<file path="src/rtl/mac_result_accumulator.sv">
// Sums LEN consecutive multiply-add results into one frame total and presents it on a
// valid/ready handshake with sticky overflow and drop flags.
module mac_result_accumulator #(
    parameter int unsigned WIDTH = 8,
    parameter int unsigned LEN   = 4,
    parameter int unsigned GUARD = 2,
    localparam int unsigned ACC_W = 2 * WIDTH + GUARD,
    localparam int unsigned CNT_W = $clog2(LEN + 1)
) (
    input  logic               clk,
    input  logic               reset_n,
    input  logic               clear,
    input  logic [2*WIDTH-1:0] in_data,
    input  logic               in_valid,
    output logic               in_ready,
    output logic [ACC_W-1:0]   out_sum,
    output logic               out_valid,
    input  logic               out_ready,
    output logic               ovf,
    output logic               drop_err
);

    localparam logic [1:0] IDLE  = 2'd0;
    localparam logic [1:0] ACCUM = 2'd1;
    localparam logic [1:0] HOLD  = 2'd2;

    localparam logic [CNT_W-1:0] LastCnt = CNT_W'(LEN - 1);

    logic [1:0]       state_q, state_d;
    logic [ACC_W-1:0] acc_q, acc_d;
    logic [CNT_W-1:0] cnt_q, cnt_d;
    logic [ACC_W-1:0] out_sum_q, out_sum_d;
    logic             out_valid_q, out_valid_d;
    logic             ovf_q, ovf_d;
    logic             drop_q, drop_d;

    logic [ACC_W-1:0] in_ext;
    logic [ACC_W:0]   sum_full;
    logic             accept;

    assign in_ready = (state_q != HOLD);
    assign accept   = in_valid && in_ready && !clear;
    assign in_ext   = ACC_W'(in_data);
    // Extra top bit captures the carry out of the accumulator width.
    assign sum_full = {1'b0, acc_q} + {1'b0, in_ext};

    always_comb begin
        state_d     = state_q;
        acc_d       = acc_q;
        cnt_d       = cnt_q;
        out_sum_d   = out_sum_q;
        out_valid_d = out_valid_q;
        ovf_d       = ovf_q;
        drop_d      = drop_q;

        if (clear) begin
            state_d     = IDLE;
            acc_d       = '0;
            cnt_d       = '0;
            out_valid_d = 1'b0;
            ovf_d       = 1'b0;
            drop_d      = 1'b0;
        end else begin
            case (state_q)
                IDLE: begin
                    if (accept) begin
                        if (LEN == 1) begin
                            out_sum_d   = in_ext;
                            out_valid_d = 1'b1;
                            acc_d       = '0;
                            cnt_d       = '0;
                            state_d     = HOLD;
                        end else begin
                            acc_d   = in_ext;
                            cnt_d   = CNT_W'(1);
                            state_d = ACCUM;
                        end
                    end
                end
                ACCUM: begin
                    if (accept) begin
                        ovf_d = ovf_q | sum_full[ACC_W];
                        if (cnt_q == LastCnt) begin
                            out_sum_d   = sum_full[ACC_W-1:0];
                            out_valid_d = 1'b1;
                            acc_d       = '0;
                            cnt_d       = '0;
                            state_d     = HOLD;
                        end else begin
                            acc_d = sum_full[ACC_W-1:0];
                            cnt_d = cnt_q + CNT_W'(1);
                        end
                    end
                end
                HOLD: begin
                    if (in_valid) begin
                        drop_d = 1'b1;
                    end
                    if (out_valid_q && out_ready) begin
                        out_valid_d = 1'b0;
                        state_d     = IDLE;
                    end
                end
                default: begin
                    state_d = IDLE;
                end
            endcase
        end
    end

    always_ff @(posedge clk or negedge reset_n) begin
        if (!reset_n) begin
            state_q     <= IDLE;
            acc_q       <= '0;
            cnt_q       <= '0;
            out_sum_q   <= '0;
            out_valid_q <= 1'b0;
            ovf_q       <= 1'b0;
            drop_q      <= 1'b0;
        end else begin
            state_q     <= state_d;
            acc_q       <= acc_d;
            cnt_q       <= cnt_d;
            out_sum_q   <= out_sum_d;
            out_valid_q <= out_valid_d;
            ovf_q       <= ovf_d;
            drop_q      <= drop_d;
        end
    end

    assign out_sum   = out_sum_q;
    assign out_valid = out_valid_q;
    assign ovf       = ovf_q;
    assign drop_err  = drop_q;

endmodule

</file>
<file path="config.mk">
export PLATFORM = sky130hd
export DESIGN_NAME = mac_result_accumulator
export DESIGN_NICKNAME = d
export VERILOG_FILES = /design/src/rtl/mac_result_accumulator.sv
export SDC_FILE = /design/constraint.sdc
export NUM_CORES = 1
export LEC_CHECK = 0
export BUFFER_PORTS_ARGS = -buffer_cell sky130_fd_sc_hd__buf_2
export CAP_MARGIN = 20
export CORE_MARGIN = 3
export CORE_UTILIZATION = 28
export DETAILED_ROUTE_END_ITERATION = 8
export GPL_TIMING_DRIVEN = 0
export PLACE_DENSITY = 0.55
export SLEW_MARGIN = 20
export SYNTH_ARGS = -nofsm -noshare
export SYNTH_HDL_FRONTEND = slang
export SYNTH_SLANG_ARGS = --single-unit
</file>
<file path="constraint.sdc">
create_clock -name clk -period 4.3 [get_ports clk]
set_input_delay 0.86 -clock clk [delete_from_list [all_inputs] [get_ports clk]]
set_output_delay 0.86 -clock clk [all_outputs]
set_load 0.05 [all_outputs]
</file>
==> flow_metrics.py <==
metrics = {
    "critical_path": {
        "critPathLaunchType": "primary input",
        "r2r_end": "out_sum[14]",
        "ff2ff_path_depth": 8,
        "cp_slowest_cell": "fa_1",
        "critPathKind": "primary input to register",
        "reg2reg_slack_ns": 1.72,
        "worstPathBufferInverterCount": 1,
        "worstPathMaxFanout": 4,
        "path_cells": "buf_2 -> ha_1 -> fa_1 -> a211oi_1 -> nor3_2 -> o211ai_2 -> o21ai_1 -> xor2_1 -> mux2_1",
        "required_ns": 4.48,
        "cpPeakStageDelay_ns": 0.45,
        "worst_ep_arrival_time_ns": 3.06,
        "r2r-start": "acc_q[0]",
        "cp-end-kind": "register",
        "crit_family": "compound AO/OA/AOI/OAI gates",
    },
    "yosys": {
        "ys_seq_elements": 44,
        "synth_edf_count": 0,
        "yosys.area_share.simple_pct": 12.6,
        "synth_top_family_by_area": "compound AO/OA/AOI/OAI gates",
        "yosys.area_share.xor_xnor_pct": 4.57,
        "synthMuxAreaShare_pct": 5.22,
        "synth_ff_type": "dfrtp_1",
        "synth_seq_area_share_pct": 41.0,
        "synth_nets": 325,
        "netlist_instances": 286,
        "synth_warnings": 0,
        "syn_area_per_cell_sq_um": 9.38,
        "synth_compound_area_share_pct": 24.8,
        "synth_fa_ha_area_share_pct": 8.67,
        "syn_area_sq_um": 2680,
        "synth-async-reset-ratio_pct": 100,
        "synth_cell_types": 48,
    },
    "floorplan": {
        "fp.dieW_um": 104,
        "start_util_pct": 28.9,
        "rows": 35,
        "die_h_um": 104,
        "io-pin-count": 43,
        "core_area_sq_um": 9280,
        "fp.dieArea_sq_um": 10800,
    },
    "grt": {
        "grt_pass1_vias": 2302,
        "antenna_found_initial": 0,
        "grt_max_degree": 45,
        "grtUsageTotal_pct": 13.1,
        "overflow": 0,
        "grt_pass1_wl_um": 11400,
    },
    "routing": {
        "drc_errors": 0,
        "routed_via_density": 4.89,
        "vias": 2273,
        "dr.pass1.iters": 4,
        "detail_route.iter0.violations": 106,
        "wl_per_cell_um": 14.8,
        "routed_wl_um": 6890,
        "ant_nets": 0,
    },
    "final_layout": {
        "antenna_cells": 0,
        "final_nets": 374,
        "mostFrequentLayoutCells": "buf_2, dfrtp_1, nand2_1",
        "drive_above_1_share_pct": 20.8,
        "layout_commonest_cell": "buf_2",
        "syn2layout_area_growth_pct": 17.9,
        "post-route-util_pct": 34.1,
    },
    "clocking": {
        "cts_sinks": 44,
        "cts_root_buf": "clkbuf_8",
        "clkTransAtPathRegs_ns": 0.09,
        "cts_buffers": 5,
        "h-tree-depth": 2,
        "cts_buffer_depth": 2,
        "insertion_delay_ns": 0.30,
        "cts_tree": "done",
        "hold_buffers": 0,
        "cts_setup_buffers": 0,
        "cts_resized": 0,
    },
    "run": {
        "max_cap_viol_count": 0,
    },
    "hold_path": {
        "hold_path_end": "out_sum[3]",
        "hold_class": "register to register",
        "hold_depth": 2,
        "min_from": "out_sum[3]",
    },
    "timing": {
        "period_needed_ns": 2.88,
        "setup_viol": 0,
        "tns_ns": 0,
        "max_freq_ghz": 0.348,
        "rsz0062_at_grt": "no",
        "timing.final.crit_share_pct": 66.9,
        "slew_violations": 0,
        "worst_pin_slew_ns": 0.608,
        "clock_skew_ns": 0.00685,
        "hold_viol": 0,
        "slew_headroom_pct": 59.5,
    },
    "outcome": {
        "outcome": "finished clean",
    },
    "placement": {
        "io_buffers": 42,
        "globalplace.congestion": 0.829,
        "hpwl_um": 5190,
    },
    "power": {
        "leakage_nw": 1.53,
        "peakVddDrop_mv": 0.155,
        "p_per_area_nw_per_um2": 480,
    },
}
## tightest hold or removal path, cell delays in order (launching register included)
cell	delay, ns
dfrtp_1	0.34
nand2_1	0.05
o21ai_0	0.06
## report_power, final
group	internal, W	leakage (nW)	switching [W]	total (W)
combinational	0.000235	0.878	0.000436	0.000672
clock	0.000173	0.0552	0.000145	0.000318
sequential	0.000485	0.594	0.0000458	0.000531
total	0.000893	1.53	0.000627	0.00152
## how the worst max path moves through the flow
stage / start / end / cells past startpoint
CTS: in_data[0] / out_sum[14] / 9
global route: in_data[0] / out_sum[14] / 9
global placement: in_data[0] / out_sum[14] / 9
detailed placement: in_data[0] / out_sum[14] / 9
floorplan: in_data[0] / out_sum[14] / 8
finish: in_data[0] / out_sum[14] / 9
## per-layer routing
layer | global-route usage (%) | share of wire [%] | vias up
met1 | 17.1 | 48 | 1084
met5 | 0 | 0 | -
met3 | 2.92 | 3.5 | 8
met4 | 3.99 | 1.0 | 0
met2 | 21.6 | 47 | 43
li1 | - | - | 1138
## synthesized netlist by cell type (6+ instances only)
cell type / number / area (sq um)
a21oi_1: 29 / 145
inv_1: 9 / 33.8
dfrtp_1: 44 / 1100
a21o_1: 6 / 45.0
nand2_1: 30 / 113
o21ai_0: 22 / 110
ha_1: 17 / 213
mux2_2: 7 / 78.8
xnor2_1: 9 / 78.8
nor2_1: 18 / 67.6
o21ai_1: 14 / 70.1
clkbuf_1: 7 / 26.3
a22oi_1: 11 / 82.6
## registers in the layout, indices dropped and copies added (netlist names)
| signal | cells |
|---|---|
| state_q | 2 |
| cnt_q | 3 |
| ovf | 1 |
| out_valid | 1 |
| out_sum | 18 |
| drop_err | 1 |
| acc_q | 18 |
## per-stage QoR
stage	cells	setup slack (ns)	area (sq um)	total power, W	hold WS, ns
detailed placement	457	1.17	3060	0.00121	0.469
floorplan	286	1.56	2680	0.00105	0.454
global placement	457	1.18	3060	0.00120	0.465
global route	465	1.33	3170	0.00163	0.520
CTS	465	1.46	3160	0.00153	0.489
finish	465	1.42	3170	0.00152	0.485
## layout make-up
type	count	area, sq um
Multi-Input combinational cell	221	1500
Buffer	11	46.3
Inverter	10	37.5
Fill cell	997	6120
Timing Repair Buffer	42	213
Tap cell	129	161
Sequential cell	44	1100
Clock inverter	2	35.0
Clock buffer	6	72.6
## kinds of logic after synthesis
family / count (synthesis)
AO/OA/AOI/OAI: 103
AND/OR/NAND/NOR: 73
flip-flops: 44
buffers and inverters: 21
adder cells (fa/ha/maj): 18
XOR/XNOR: 14
multiplexers: 13
Power figures use the tool's default switching activity.
